==> src/rtl/fib_sched_pkg.sv <==
// Shared types, seed constants and the round-robin pick helper for the
// Fibonacci job scheduler.
package fib_sched_pkg;

    typedef enum logic [1:0] {
        IDLE = 2'd0,
        STEP = 2'd1,
        RESP = 2'd2
    } state_e;

    // Engine seed: term0 = term1 = 1, so prev and sum both start at 1.
    localparam int SEED_PREV = 1;
    localparam int SEED_SUM  = 1;

    // Upper bound on requesters the pick helper can search.
    localparam int MAX_REQ = 32;

    // Returns the first asserted valid bit found searching upward from ptr
    // with wrap over n entries, or -1 when nothing is asserted. The loop runs
    // from the far end down so the closest hit to ptr is written last.
    function automatic int rr_pick(input logic [MAX_REQ-1:0] valid,
                                   input int ptr,
                                   input int n);
        int idx;
        rr_pick = -1;
        for (int off = MAX_REQ - 1; off >= 0; off--) begin
            if (off < n) begin
                idx = ptr + off;
                if (idx >= n) begin
                    idx = idx - n;
                end
                if (valid[idx[4:0]]) begin
                    rr_pick = idx;
                end
            end
        end
    endfunction

endpackage

==> src/rtl/fib_step_engine.sv <==
// Fibonacci step datapath: holds prev/sum and their sticky overflow flags.
// prev carries the current term, sum the next one.
module fib_step_engine
    import fib_sched_pkg::*;
#(
    parameter int DATA_WIDTH = 32
) (
    input  logic                  clk,
    input  logic                  reset,
    input  logic                  load,
    input  logic                  step,
    output logic [DATA_WIDTH-1:0] term,
    output logic                  ovf
);

    logic [DATA_WIDTH-1:0] prev_q;
    logic [DATA_WIDTH-1:0] sum_q;
    logic                  prev_ovf_q;
    logic                  sum_ovf_q;
    logic [DATA_WIDTH:0]   add_d;

    // One extra bit on the adder; its carry only feeds the overflow flag.
    assign add_d = {1'b0, sum_q} + {1'b0, prev_q};

    // Seed on load, advance one term per step, hold otherwise.
    always_ff @(posedge clk) begin
        if (reset) begin
            prev_q     <= '0;
            sum_q      <= '0;
            prev_ovf_q <= 1'b0;
            sum_ovf_q  <= 1'b0;
        end else if (load) begin
            prev_q     <= DATA_WIDTH'(SEED_PREV);
            sum_q      <= DATA_WIDTH'(SEED_SUM);
            prev_ovf_q <= 1'b0;
            sum_ovf_q  <= 1'b0;
        end else if (step) begin
            prev_q     <= sum_q;
            sum_q      <= add_d[DATA_WIDTH-1:0];
            prev_ovf_q <= sum_ovf_q;
            sum_ovf_q  <= sum_ovf_q | prev_ovf_q | add_d[DATA_WIDTH];
        end
    end

    assign term = prev_q;
    assign ovf  = prev_ovf_q;

endmodule

==> src/rtl/fib_nth_scheduler.sv <==
// Round-robin scheduler sharing one Fibonacci step engine among NUM_REQ
// requesters; one job in flight at a time.
// Handshakes: a transfer happens on a rising edge where valid and ready are
// both high; requesters hold req_valid/req_index until granted, and the
// response stays stable while rsp_valid is high and rsp_ready is low.
module fib_nth_scheduler
    import fib_sched_pkg::*;
#(
    parameter int DATA_WIDTH = 32,
    parameter int NUM_REQ    = 4,
    parameter int IDX_WIDTH  = 6,
    localparam int ID_W      = (NUM_REQ > 1) ? $clog2(NUM_REQ) : 1
) (
    input  logic                         clk,
    input  logic                         reset,
    input  logic [NUM_REQ-1:0]           req_valid,
    input  logic [NUM_REQ*IDX_WIDTH-1:0] req_index,
    output logic [NUM_REQ-1:0]           req_ready,
    output logic                         rsp_valid,
    input  logic                         rsp_ready,
    output logic [ID_W-1:0]              rsp_id,
    output logic [DATA_WIDTH-1:0]        rsp_data,
    output logic                         rsp_overflow,
    output logic                         busy,
    output logic [1:0]                   dbg_state
);

    state_e              state_q;
    logic [ID_W-1:0]     ptr_q;
    logic [ID_W-1:0]     id_q;
    logic [IDX_WIDTH-1:0] cnt_q;
    logic                rsp_valid_q;

    int                  pick_w;
    logic [ID_W-1:0]     pick_idx;
    logic                grant_any;
    logic [IDX_WIDTH-1:0] k_w;
    logic [ID_W-1:0]     ptr_d;
    logic                hs;

    // Arbiter: grant the round-robin winner while idle; never during reset.
    always_comb begin
        pick_w    = rr_pick(MAX_REQ'(req_valid), int'(ptr_q), NUM_REQ);
        grant_any = (state_q == IDLE) && !reset && (pick_w >= 0);
        pick_idx  = ID_W'(pick_w);
        req_ready = '0;
        if (grant_any) begin
            req_ready[pick_idx] = 1'b1;
        end
    end

    assign k_w   = req_index[pick_idx*IDX_WIDTH +: IDX_WIDTH];
    assign hs    = |(req_valid & req_ready);
    assign ptr_d = (pick_idx == ID_W'(NUM_REQ - 1)) ? '0 : pick_idx + 1'b1;

    // Job FSM: accept a grant, count k engine steps, hold the response.
    always_ff @(posedge clk) begin
        if (reset) begin
            state_q     <= IDLE;
            ptr_q       <= '0;
            id_q        <= '0;
            cnt_q       <= '0;
            rsp_valid_q <= 1'b0;
        end else begin
            case (state_q)
                IDLE: begin
                    if (hs) begin
                        id_q  <= pick_idx;
                        cnt_q <= k_w;
                        ptr_q <= ptr_d;
                        if (k_w != '0) begin
                            state_q <= STEP;
                        end else begin
                            state_q     <= RESP;
                            rsp_valid_q <= 1'b1;
                        end
                    end
                end
                STEP: begin
                    cnt_q <= cnt_q - 1'b1;
                    if (cnt_q == IDX_WIDTH'(1)) begin
                        state_q     <= RESP;
                        rsp_valid_q <= 1'b1;
                    end
                end
                RESP: begin
                    if (rsp_ready) begin
                        state_q     <= IDLE;
                        rsp_valid_q <= 1'b0;
                    end
                end
                default: begin
                    state_q     <= IDLE;
                    rsp_valid_q <= 1'b0;
                end
            endcase
        end
    end

    fib_step_engine #(
        .DATA_WIDTH(DATA_WIDTH)
    ) u_engine (
        .clk   (clk),
        .reset (reset),
        .load  (hs),
        .step  (state_q == STEP),
        .term  (rsp_data),
        .ovf   (rsp_overflow)
    );

    assign rsp_valid = rsp_valid_q;
    assign rsp_id    = id_q;
    assign busy      = (state_q != IDLE);
    assign dbg_state = state_q;

endmodule

==> config.mk <==
export PLATFORM = sky130hd
export DESIGN_NAME = fib_nth_scheduler
export DESIGN_NICKNAME = d
export VERILOG_FILES = /design/src/rtl/fib_sched_pkg.sv /design/src/rtl/fib_step_engine.sv /design/src/rtl/fib_nth_scheduler.sv
export SDC_FILE = /design/constraint.sdc
export NUM_CORES = 1
export LEC_CHECK = 0
export ABC_AREA = 1
export CAP_MARGIN = 10
export CORE_UTILIZATION = 35
export CTS_CLUSTER_DIAMETER = 150
export CTS_CLUSTER_SIZE = 24
export DETAILED_ROUTE_END_ITERATION = 10
export GPL_TIMING_DRIVEN = 1
export SLEW_MARGIN = 20
export SYNTH_ARGS = -nofsm -noshare
export SYNTH_HDL_FRONTEND = slang
export SYNTH_SLANG_ARGS = --single-unit
==> constraint.sdc <==
create_clock -name clk -period 3.36 [get_ports clk]
set_input_delay 0.84 -clock clk [delete_from_list [all_inputs] [get_ports clk]]
set_output_delay 0.84 -clock clk [all_outputs]
set_load 0.02 [all_outputs]
**Word-level counts from Yosys, hierarchy flattened**

Cells that the tools add are included.

- Add/subtract/negate cells: 10
- Multiply operators: 1
- Div/mod/pow operators: 0
- Magnitude comparators: 11
- Equality and inequality tests: 8
- Shift-type cells: 1
- Mux-type cells: 36
- Bitwise gates (word level): 3
- Reductions and logical operators: 15

Operators with widths:

| cell | count |
|---|---|
| $mux 32 | 8 |
| $add 32x32->33 | 1 |
| $ge 32x1->1 const B | 1 |
| $lt 5x6->1 const B | 4 |
| $shiftx 24x6->6 | 1 |
| $bmux 1 s5 | 4 |
| $mux 1 | 13 |
| $pmux 6 s2 | 1 |
| $sub 3x3->4 const B | 3 |
| $mux 2 | 5 |
| $ge 3x3->1 const B | 3 |
| $ne 2x2->1 const B | 4 |
| $add 2x2->3 const B | 2 |
| $eq 6x1->1 const B | 1 |
| $mux 6 | 1 |
| $pmux 2 s3 | 1 |
| $reduce_bool 2->1 | 3 |
| $reduce_bool 6->1 | 1 |
| $sub 6x1->6 const B | 1 |
| $reduce_or 5->1 | 1 |
| $and 4x4->4 | 1 |
| $eq 2x2->1 const B | 2 |
| $mul 2x2->4 const B | 1 |
| $mux 4 | 1 |
| 17 further kinds | 21 |

- Register bits: 79
- Bits in latches: 0
- Bits in writable memories: 0
- ROM bits: 0
- Bits of input ports: 31
- Output and inout port bits: 43
- Logic and storage cells: 96
- Memories kept: 0

**Logic depth before layout (Yosys ltp)**

- Depth in word-level cells: 18
- Depth in mapped cells: 23
- Mapped depth without buffers: 21

**Cells and area by module**

Synthesis repeated with hierarchy kept, for this count alone.

- Cells, all modules: 1064
- Area, all modules: 6207.2 µm²

Modules (own cells, without submodules):

| module | times used | cells an instance | area each (µm²) | sequential area each (µm²) |
|---|---|---|---|---|
| fib_step_engine | 1 | 832 | 4863.4 | 1321.3 |
| fib_nth_scheduler | 1 | 232 | 1343.8 | 260.2 |

**Least setup slack after synthesis**

OpenSTA, ideal clock, no wires.

- Path kind: flip-flop to output port
- Start: register ptr_q[0]
- End: output port req_ready[3]
- Arrival: 2.131 ns
- Required time: 2.520 ns
- Slack: 0.389 ns
- Cell stages (with the launch flop): 14
- Path buffers: 2
- Path through: dfxtp_1 -> buf_6 -> inv_6 -> ha_1 -> inv_1 -> nand3_1 -> nand3_2 -> a21oi_1 -> nand2_1 -> nand2_1 -> buf_4 -> ha_1 -> inv_1 -> nor2_1

RTL lines:

| item | RTL line | source |
|---|---|---|
| start: declaration | fib_nth_scheduler.sv:29 | `logic [ID_W-1:0] ptr_q;` |
| start signal: assignment | fib_nth_scheduler.sv:70 | `ptr_q <= ptr_d;` |
| end: declaration | fib_nth_scheduler.sv:18 | `output logic [NUM_REQ-1:0] req_ready,` |

==> flow_results.org <==
** Status
- The run finished with clean final reports.

** Setup path
- STA classifies the critical path startpoint as a flip-flop.
- Largest driver fanout on the critical path :: 6
- STA puts the critical path data arrival time at 2300 ps.
- Kind of critical path :: flip-flop to output port
- STA classifies the critical path endpoint as an output port.
- Req. time, crit path :: 2520 ps

** Final layout
- Share of post-route cells with drive strength above 1 :: 9.51%
- Most common library cell in the layout ignoring fill and taps :: nand2_1
- Relative to the synthesized area, the layout overhead comes to 26.0%.
- Post-route cell area :: 6770 um^2
- Measured on the finished design, the core utilization comes to 45.9%.
- Total Nets Final :: 976
- The repair_antennas step left the layout with diodes totalling 0.
- In the layout the commonest cells are nand2_1, a21oi_1, inv_1, dfxtp_1.

** STA
- Clock Skew :: 7.76 ps
- The hold violation count in the final report is 0.
- Worst max-slew margin expressed relative to the limit :: 56.4%
- At the pin with the least slew margin, the transition time is 654 ps.
- Final hold slack :: 452 ps
- For the final routed database, the setup TNS stands at 0 ps.
- The smallest clock period supported by the final layout is computed as 3140 ps.
- Final-report max-slew violation count :: 0
- In the finished design, the share of the clock period the worst path needs comes to 93.5%.
- Unrepaired setup endpoints after global routing :: false
- Derived from the worst setup path, the maximum achievable clock frequency is 0.318 GHz.
- Setup violations remaining at the end of the flow were counted as 0.

** GRT
- Number of antenna violations at the first check in global routing :: 0
- The first global-routing pass estimated 22.9 mm of wire.
- Entering global routing, the biggest net connects 63 pins.
- Total grt overflow :: 0
- Global router's overall resource usage :: 17.5%
- The via count of the first global-routing pass was 4931.

** Detailed routing
- Dividing the detail-routed via count by the number of cells gives 4.86.
- DRC :: 0
- ANT nets after route :: 0
- Routed wire per std cell :: 12.2 um
- For this block, the initial DRC count from the detailed router was 304.
- Vias after detailed routing :: 5285
- The routed design has 13.2 mm of wire.
- Detailed-routing iteration count for the pre-antenna-repair pass :: 5

** Clock tree
- Cts hold-fix bufs :: 0
- TritonCTS built the clock tree.
- Number of clock sinks :: 79
- Clock-pin slew was measured on the worst setup and hold paths at 60 ps.
- Library cell used as clock root buffer :: clkbuf_16
- H-tree levels :: 3
- Clock latency on the worst-skew pair, taken at its later pin, is 340 ps.
- Number of CTS-inserted buffers :: 9
- In this run the deepest clock path goes through 2 buffers.

** Floorplanning
- Pin placement for this block handled 74 I/O pins.
- Vertical die dimension :: 126 um
- For this configuration, the core starts out at a cell density of 36.4%.
- Measured along the x axis, the die boundary spans 126 um.
- Area of the die :: 15900 um^2
- The floorplan has 44 rows.
- Core footprint :: 14800 um^2

** Yosys
- Total standard cell area after synthesis :: 5380 um^2
- Async set or reset register ratio after synthesis :: 0%
- Number of enable-type register cells in the synthesized netlist :: 0
- After synthesis, the mean cell area works out to 6.60 um^2.
- Counting every net in the synthesized netlist gives 890.
- During synthesis, Yosys emitted a total of 0 warnings.
- Register bit count reported by yosys :: 79
- In the post-synthesis netlist, the biggest area contributors are dfxtp_1, nand2_1, a21oi_1, ha_1, inv_1.
- Most common flop cell mapped by yosys :: dfxtp_1
- The share of synthesized area in the top cell type comes to 29.4%.
- Share of synthesized area occupied by flip-flops and latches :: 29.4%
- Yosys mapped the design onto 42 distinct sky130hd cell types.
- Cell taking the most area after synthesis :: dfxtp_1
- Synthesis produced 815 cells.

** Power
- VDD sags by at most 0.520 mV.
- Summed over all cells, the static leakage comes to 2.97 nW.
- Pwr Total :: 4.14 mW
- Dividing total power by cell area gives a power density of 611 nW/um^2.

** Worst hold path
- The path class of the tightest hold or removal check is flip-flop to flip-flop.

** Placed design
- Number of input and output port buffers inserted :: 73
- After legalization and detailed placement, the total HPWL measured 10.0 mm.
- Once placement finished, the instance area stood at 6420 um^2.
- The congestion estimate from routability-driven global placement came to 0.884.

** Job
- The tool flagged a number of max-cap violations equal to 0.
[per-layer routing]
metal	global-route usage (%)	wire length [um]
met1	23.8	6660
met2	27.7	5810
met4	6.17	248
met3	2.97	502
met5	0	0
[final timing paths]
kind             start           end  slack, ps  cells past startpoint
max           ptr_q[0]  req_ready[3]        220                     11
min          rsp_valid     rsp_valid        450                      2
max reg2reg   ptr_q[0]      cnt_q[4]        500                     20
min reg2reg  rsp_valid     rsp_valid        450                      2
[what timing repair did]
| action | in CTS | in global routing |
|---|---|---|
| pin swaps | 2 | 8 |
| setup buffers | 0 | 0 |
| gates resized for setup | 28 | 17 |
| setup endpoints to repair | 4 | 4 |
[layout make-up]
cell class / instances / area [um^2]
Inverter: 91 / 352
Timing Repair Buffer: 100 / 970
Clock inverter: 4 / 47.5
Clock buffer: 10 / 239
Sequential cell: 79 / 1580
Fill cell: 1559 / 7980
Multi-Input combinational cell: 620 / 3350
Tap cell: 184 / 230
[where the power goes]
group | switching, mW | internal, mW | leakage, nW
registers | 0.120 | 1.08 | 0.640
clock network | 0.375 | 0.584 | 0.140
logic | 1.19 | 0.782 | 2.19
total | 1.69 | 2.45 | 2.97
[critical path, stage by stage, from the launching register on]
cell and delay [ps]:
dfxtp_1 410, inv_6 30, ha_1 370, inv_1 110, nand3_1 120, nand3_4 130, nand2_1 100, a21oi_2 210
ha_2 200, inv_1 40, nor2_2 110, buf_6 130
[synth_stat cells, drive strengths merged (4+ instances only)]
master / instances
clkbuf: 14
nor2: 71
xor2: 9
dfxtp: 79
o21ai: 46
nand3b: 4
a21oi: 116
nand2: 215
nand3: 58
a211oi: 5
or2: 12
a21o: 8
o211ai: 8
inv: 91
ha: 43
buf: 11
[through the flow]
step,instances,setup WS (ps)
floorplan,815,389
global placement,1074,-491
CTS,1088,0.450
global route,1088,37.9
finish,1088,220
detailed placement,1074,-511
[registers in the layout, summed over array words and instances, names as in the netlist]
register	cells
u_engine.sum_q	32
u_engine.sum_ovf_q	1
rsp_valid	1
u_engine.ovf	1
cnt_q	6
u_engine.term	32
rsp_id	2
ptr_q	2
dbg_state	2
[logic make-up after synthesis]
family                     synth area share [%]
and+or+nand+nor                            28.9
AOI/OAI and AO/OA                          20.0
buffers and inverters                      9.31
DFF                                        29.4
adders and majority gates                  10.4
xor gates and xnor gates                   1.96
Note: power is estimated with default switching activity, not from simulation.
